File: config.mk
export PLATFORM = sky130hd
export DESIGN_NAME = ins_cache_refill
export DESIGN_NICKNAME = d
export VERILOG_FILES = /design/src/rtl/ap_ins_cache_pkg.sv /design/src/rtl/ins_cache_mem.sv /design/src/rtl/ins_cache_refill.sv
export SDC_FILE = /design/constraint.sdc
export NUM_CORES = 2
export LEC_CHECK = 0
export BUFFER_PORTS_ARGS = -buffer_cell sky130_fd_sc_hd__buf_2
export CAP_MARGIN = 5
export CORE_UTILIZATION = 55
export CTS_BUF_LIST = sky130_fd_sc_hd__clkbuf_8
export CTS_CLUSTER_SIZE = 25
export DETAILED_ROUTE_END_ITERATION = 6
export HOLD_SLACK_MARGIN = 0.1
export PLACE_DENSITY = 0.71
export SLEW_MARGIN = 20
export SYNTH_ARGS = -nofsm -noshare
export SYNTH_HDL_FRONTEND = slang
export SYNTH_SLANG_ARGS = --single-unit
File: constraint.sdc
create_clock -name clk -period 9.7 [get_ports clk]
set_clock_uncertainty 0.15 [all_clocks]
set_input_delay 1.94 -clock clk [delete_from_list [all_inputs] [get_ports clk]]
set_output_delay 1.94 -clock clk [all_outputs]
set_load 0.03 [all_outputs]
File: src/rtl/ap_ins_cache_pkg.sv
// ----------------------------------------------------------------------------
// Package: ap_ins_cache_pkg
// Purpose : Definitions shared by the instruction cache and the program
//           counter. The state encodings are visible to the PC through
//           st_cur_ins_cache, so SENT_INS must stay at 4'd3.
// Contents: ins_cache_state_t  - refill FSM state encodings
//           BYTES_PER_WORD     - DDR bytes per instruction word
// ----------------------------------------------------------------------------
package ap_ins_cache_pkg;

    typedef enum logic [3:0] {
        IDLE      = 4'd0,
        LOAD_REQ  = 4'd1,
        LOAD_DATA = 4'd2,
        SENT_INS  = 4'd3
    } ins_cache_state_t;

    localparam int BYTES_PER_WORD = 8;

endpackage

File: src/rtl/ins_cache_mem.sv
// ----------------------------------------------------------------------------
// Module : ins_cache_mem
// Purpose: Single-port synchronous RAM that holds one instruction window.
//          Writes come from the refill path and reads from the hit path. The
//          two never happen in the same cycle. The read data register is the
//          cache's registered instruction output, so only that register is
//          reset. The array itself has no reset.
// Ports  : clk, rst     - clock, synchronous active-high reset (rdata only)
//          we, re       - write enable / read enable (mutually exclusive)
//          addr         - word index within the window
//          wdata        - refill beat
//          rdata        - registered read data; holds when re is low
// ----------------------------------------------------------------------------
module ins_cache_mem #(
    parameter int DEPTH = 64,
    parameter int WIDTH = 64
) (
    input  logic                     clk,
    input  logic                     rst,
    input  logic                     we,
    input  logic                     re,
    input  logic [$clog2(DEPTH)-1:0] addr,
    input  logic [WIDTH-1:0]         wdata,
    output logic [WIDTH-1:0]         rdata
);

    logic [WIDTH-1:0] mem [DEPTH];

    // Storage array: written one beat at a time during a refill.
    always_ff @(posedge clk) begin
        if (we) begin
            mem[addr] <= wdata;
        end
    end

    // Read port: the output register holds its value between hits.
    always_ff @(posedge clk) begin
        if (rst) begin
            rdata <= '0;
        end else if (re) begin
            rdata <= mem[addr];
        end
    end

endmodule

File: src/rtl/ins_cache_refill.sv
// ----------------------------------------------------------------------------
// Module : ins_cache_refill
// Purpose: Instruction-cache responder for the program counter. It keeps one
//          window of ISA_DEPTH instructions. On a hit it returns the addressed
//          word one cycle later with ins_cache_rdy. On a window miss it
//          refills the whole window from DDR with a single read burst.
// Ports  : clk, rst                    - clock, synchronous active-high reset
//          addr_ins                    - requested word address (MSB = sentinel)
//          instruction, ins_cache_rdy  - registered instruction and its valid flag
//          st_cur_ins_cache            - current FSM state encoding
//          load_times                  - resident window index + 1 (0 = none)
//          ddr_rd_req/addr/len/rdy     - burst read request and handshake
//          ddr_rd_data/_valid          - burst beats, one word per beat
//          refill_cnt                  - completed refill counter
// Config : ICACHE_PERF_CNT_EN - when defined, refill_cnt counts completed
//          refills and wraps. When undefined, refill_cnt is tied to 0.
// ----------------------------------------------------------------------------
module ins_cache_refill
    import ap_ins_cache_pkg::*;
#(
    parameter int                        ADDR_WIDTH_MEM  = 16,
    parameter int                        ISA_DEPTH       = 64,
    parameter int                        TOTAL_ISA_DEPTH = 128,
    parameter int                        DDR_ADDR_WIDTH  = 28,
    parameter int                        ISA_WIDTH       = 64,
    parameter logic [DDR_ADDR_WIDTH-1:0] INS_DDR_BASE    = 28'h0
) (
    input  logic                      clk,
    input  logic                      rst,
    input  logic [ADDR_WIDTH_MEM-1:0] addr_ins,
    output logic [ISA_WIDTH-1:0]      instruction,
    output logic                      ins_cache_rdy,
    output logic [3:0]                st_cur_ins_cache,
    output logic [9:0]                load_times,
    output logic                      ddr_rd_req,
    output logic [DDR_ADDR_WIDTH-1:0] ddr_rd_addr,
    output logic [9:0]                ddr_rd_len,
    input  logic                      ddr_rd_rdy,
    input  logic [ISA_WIDTH-1:0]      ddr_rd_data,
    input  logic                      ddr_rd_data_valid,
    output logic [15:0]               refill_cnt
);

    localparam int OFF_W = $clog2(ISA_DEPTH);
    localparam int WIN_W = ADDR_WIDTH_MEM - OFF_W;

    ins_cache_state_t state, state_nxt;

    logic [WIN_W-1:0] addr_win;
    logic [WIN_W-1:0] cur_win;
    logic [WIN_W-1:0] res_win;
    logic             win_valid;
    logic [OFF_W-1:0] beat_cnt;
    logic             is_sentinel, is_oor, is_hit, is_miss;
    logic             enter_req, last_beat;
    logic             mem_we, mem_re;
    logic [OFF_W-1:0] mem_addr;
    logic [WIN_W:0]   lt_sum;

    assign addr_win    = addr_ins[ADDR_WIDTH_MEM-1:OFF_W];
    assign is_sentinel = addr_ins[ADDR_WIDTH_MEM-1];
    assign is_oor      = addr_ins >= ADDR_WIDTH_MEM'(TOTAL_ISA_DEPTH);
    assign is_hit      = win_valid && !is_sentinel && !is_oor && (addr_win == res_win);
    assign is_miss     = !is_sentinel && !is_oor && !is_hit;

    assign st_cur_ins_cache = state;
    assign ddr_rd_req       = (state == LOAD_REQ);
    assign lt_sum           = {1'b0, cur_win} + (WIN_W + 1)'(1);

    // Next-state logic and RAM port control. The window index is latched
    // whenever a miss launches a refill, from IDLE or from SENT_INS.
    always_comb begin
        state_nxt = state;
        enter_req = 1'b0;
        last_beat = 1'b0;
        mem_we    = 1'b0;
        mem_re    = 1'b0;
        mem_addr  = addr_ins[OFF_W-1:0];
        case (state)
            IDLE: begin
                if (is_miss) begin
                    state_nxt = LOAD_REQ;
                    enter_req = 1'b1;
                end
            end
            LOAD_REQ: begin
                if (ddr_rd_rdy) begin
                    state_nxt = LOAD_DATA;
                end
            end
            LOAD_DATA: begin
                mem_addr = beat_cnt;
                if (ddr_rd_data_valid) begin
                    mem_we = 1'b1;
                    if (beat_cnt == OFF_W'(ISA_DEPTH - 1)) begin
                        last_beat = 1'b1;
                        state_nxt = SENT_INS;
                    end
                end
            end
            SENT_INS: begin
                if (is_hit) begin
                    mem_re = 1'b1;
                end else if (is_miss) begin
                    state_nxt = LOAD_REQ;
                    enter_req = 1'b1;
                end
            end
            default: state_nxt = IDLE;
        endcase
    end

    // State, window bookkeeping and request registers. The request address and
    // length are registered when the refill is launched, so they stay stable
    // while ddr_rd_rdy is low.
    always_ff @(posedge clk) begin
        if (rst) begin
            state         <= IDLE;
            cur_win       <= '0;
            res_win       <= '0;
            win_valid     <= 1'b0;
            beat_cnt      <= '0;
            load_times    <= '0;
            ddr_rd_addr   <= '0;
            ddr_rd_len    <= '0;
            ins_cache_rdy <= 1'b0;
        end else begin
            state         <= state_nxt;
            ins_cache_rdy <= mem_re;
            if (enter_req) begin
                cur_win     <= addr_win;
                win_valid   <= 1'b0;
                beat_cnt    <= '0;
                ddr_rd_len  <= 10'(ISA_DEPTH);
                ddr_rd_addr <= INS_DDR_BASE + DDR_ADDR_WIDTH'(addr_win) *
                               DDR_ADDR_WIDTH'(ISA_DEPTH * BYTES_PER_WORD);
            end
            if (mem_we) begin
                beat_cnt <= beat_cnt + OFF_W'(1);
            end
            if (last_beat) begin
                res_win    <= cur_win;
                win_valid  <= 1'b1;
                load_times <= (lt_sum > (WIN_W + 1)'(1023)) ? 10'd1023 : lt_sum[9:0];
            end
        end
    end

`ifdef ICACHE_PERF_CNT_EN
    // Completed refills. The counter wraps naturally at 16'hFFFF.
    always_ff @(posedge clk) begin
        if (rst) begin
            refill_cnt <= '0;
        end else if (last_beat) begin
            refill_cnt <= refill_cnt + 16'd1;
        end
    end
`else
    assign refill_cnt = '0;
`endif

    ins_cache_mem #(
        .DEPTH (ISA_DEPTH),
        .WIDTH (ISA_WIDTH)
    ) u_mem (
        .clk   (clk),
        .rst   (rst),
        .we    (mem_we),
        .re    (mem_re),
        .addr  (mem_addr),
        .wdata (ddr_rd_data),
        .rdata (instruction)
    );

endmodule

==> metrics.csv <==
stage,metric,value,unit
detailed_routing,drt-total-wl,472000,um
timing,worst_slew_pin_slew,1.22,ns
power,total_power,38.8,mW
placement,routabilityCongestion,0.841,
floorplanning,dieHeight,533,um
timing,rsz0062_at_grt,no,
yosys,synth-edff-count,4096,
clocking,cts_resized,0,
detailed_routing,postRouteAntennaNets,0,
worst_setup_path,reg2reg_to,u_mem.rdata[26],
power,power_density,225,mW/mm^2
clocking,htree_levels,6,
global_route,grt_overflow,0,
power,vdd_drop_max,0.000192,V
cells_and_area,area_delta_synth_final,11.1,%
worst_setup_path,crit_type,flop to flop,
floorplanning,placementRows,194,
yosys,synth_area_leader_cell,edfxtp_1,
run_status,violations,DRC,
cells_and_area,seq_area,0.125,sq mm
cells_and_area,drive_above_1_share,13.5,%
worst_setup_path,rrSetupSlack,3.83,ns
power,p_leak,54.6,nW
clocking,cts_root_buf,clkbuf_8,
clocking,clkTransAtPathRegs,0.06,ns
detailed_routing,drt_first_iter_violations,14900,
clocking,cts_buffer_depth,4,
floorplanning,initial_core_util,55.4,%
detailed_routing,via_per_inst,6.96,
yosys,synth_area,0.155,sq mm
run_status,outcome,finished with violations,
global_route,first_global_vias,87100,
floorplanning,core,0.280,sq mm
worst_setup_path,reg2regPathDepth,12,
timing,tns,0,ns
yosys,yosys-top-cells-area,"edfxtp_1, mux2i_1, a22oi_1",
timing,fin_ws,3.83,ns
timing,holdWs,0.320,ns
yosys,syn_inst,8381,
cells_and_area,fin_nets,8960,
cells_and_area,fillers,19100,
placement,portBuffers,172,
clocking,cts.sinks,4201,
detailed_routing,drtPass1Iterations,7,
worst_setup_path,worstPathMaxFanout,109,
placement,dp_worst_setup_slack,3.30,ns
timing,maxSlewViolCount,0,
yosys,synth_top_area_share,79.4,%
worst_setup_path,worstSetupEndpointType,flop,
clocking,cts_buffers,631,
timing,relSlewSlack,18.5,%
floorplanning,fp.dieW,533,um
timing,timing.final.hold_violations,0,
clocking,cts_hold_buf,0,
timing,max_freq,170,MHz
yosys,yosys_register_bits,4201,
floorplanning,die_area,0.284,sq mm
yosys,seq_area_frac_synth,80.7,%
worst_setup_path,cp.arrival,6.67,ns
clocking,tritoncts,yes,
global_route,grt_usage,32.6,%
worst_setup_path,startpoint,st_cur_ins_cache[0],
worst_setup_path,r2r_start,st_cur_ins_cache[0],
placement,post-dp-hpwl,242000,um
run,drv_cap,0,
detailed_routing,drc_errors,1,
worst_setup_path,cp-endpoint,u_mem.rdata[26],
detailed_routing,wl_per_cell,36.1,um
clocking,postCtsSetupRepairBufs,0,
hold_path,hold_class,flop to flop,
yosys,asyncSetResetFlopFracSynth,0,%
floorplanning,io_pins,218,
clocking,worst_skew_pair.late_latency,1.08,ns
yosys,yosysWarnings,0,
worst_setup_path,required,10.50,ns
timing,min_period,5.87,ns
detailed_routing,vias,91200,
yosys,syn_area_per_cell,18.5,sq um
global_route,grt_first_pass_wirelength,652000,um
cells_and_area,fin_util,61.5,%
timing,fin_crit_sh,60.5,%
timing,setup_viol,0,
yosys,synth_flop_cell,edfxtp_1,
global_route,antenna_found_initial,46,
global_route,grt_max_degree,165,
cells_and_area,multi_input_area,0.0278,sq mm
yosys,ys_types,57,
worst_setup_path,start_kind,flop,
registers in the layout, indices dropped and copies added (netlist names):
name	cells
ins_cache_rdy	1
ddr_rd_len	1
res_win	10
load_times	10
u_mem.mem	4096
u_mem.rdata	64
ddr_rd_addr	10
beat_cnt	6
win_valid	1
st_cur_ins_cache	2
Yosys cell counts (all sizes together), types with 4 or more instances:
| cell type | number |
|---|---|
| edfxtp | 4096 |
| nor3 | 80 |
| a221o | 8 |
| a211oi | 13 |
| a41oi | 191 |
| nand3b | 4 |
| a21oi | 81 |
| o22ai | 384 |
| a22o | 117 |
| nor2 | 141 |
| or3 | 52 |
| a222oi | 29 |
| xnor2 | 14 |
| buf | 373 |
| a22oi | 990 |
| o21bai | 17 |
| a31oi | 106 |
| o211ai | 4 |
| nand3 | 9 |
| nand2 | 91 |
| clkbuf | 217 |
| nand4 | 67 |
| inv | 7 |
| nor4 | 47 |
| dfxtp | 105 |
| mux2i | 772 |
| and2 | 16 |
| o21ai | 197 |
| ha | 8 |
| a221oi | 114 |
worst min-delay path by stage:
stage | slack, ns | end | cells after the start | startpoint
2_1_floorplan | 0.30 | res_win[0] | 2 | res_win[0]
3_3_place_gp | 0.30 | load_times[4] | 2 | load_times[4]
3_5_place_dp | 0.31 | load_times[4] | 2 | load_times[4]
4_1_cts | 0.32 | load_times[4] | 2 | load_times[4]
5_1_grt | 0.34 | load_times[4] | 2 | load_times[4]
6_report | 0.32 | load_times[4] | 2 | load_times[4]
critical path: stages, from the launching register on:
cell and delay (ns):
dfxtp_1 0.36, inv_1 0.11, ha_1 0.75, mux2_8 0.91, buf_4 0.74, buf_12 0.41
buf_16 0.47, mux2i_1 0.27, o22ai_1 0.11, o21ai_0 0.27, nand4_1 0.33, nor4_1 0.31
nor3_1 0.07
power breakdown:
part,internal (mW),leakage [nW],switching (mW)
clock,6.62,6.69,6.70
sequential,20.0,37.7,0.0222
combinational,1.66,10.3,3.75
cells in the final DEF, fill, tap and decap left out, types with 7 or more instances in the layout:
cell / instances
ha_1: 8
nand2_1: 84
a31oi_1: 106
inv_8: 9
a221o_1: 8
buf_4: 204
nor3_1: 78
a22oi_1: 990
bufinv_16: 8
and2_1: 11
mux2i_1: 771
nand3_1: 7
inv_6: 16
o21bai_1: 17
buf_12: 41
clkinvlp_4: 11
nand4_1: 67
diode_2: 14
buf_2: 150
a211oi_1: 13
a222oi_1: 29
inv_1: 231
clkbuf_8: 669
a221oi_1: 114
o21ai_0: 197
edfxtp_1: 4096
a22o_1: 117
nor2_4: 65
clkinv_1: 126
nor4_1: 47
a21oi_1: 73
o22ai_1: 384
a41oi_1: 191
xnor2_1: 14
clkinv_2: 47
or3_1: 51
dfxtp_1: 105
a21oi_4: 8
conb_1: 45
nor2_1: 76
per-stage QoR:
stage / instances / instance area (sq um)
after floorplan: 8425 / 155000
final: 13100 / 172000
after global routing: 13100 / 172000
after global placement: 12000 / 161000
after CTS: 13100 / 172000
after detailed placement: 12000 / 161000
area by class of cell:
class	count	area share, %
repair buffers	400	1.86
diodes	14	0.0203
flip-flops and latches	4201	72.6
multi-input cells	3627	16.1
inverters	7	0.0167
well taps	3724	2.71
clock inverters	451	1.31
clock buffers	669	5.35
metal layers:
metal,vias to the layer above,share of wire (%),track usage [%]
met3,1304,14,8.14
met5,-,0.053,0
met1,46000,35,43.4
met4,30,5.3,15.5
met2,7805,46,50.5
li1,36000,-,-
cell families after synthesis:
| group | after synthesis | synth area share [%] |
|---|---|---|
| AOI/OAI and AO/OA | 2262 | 10.6 |
| xor gates and xnor gates | 17 | 0.0961 |
| adders and majority gates | 8 | 0.0646 |
| buffers and inverters | 597 | 1.89 |
| DFF | 4201 | 80.7 |
| muxes | 774 | 5.01 |
| other | 1 | 0.00242 |
| and+or+nand+nor | 521 | 1.67 |
(Power assumes the default switching activity.)
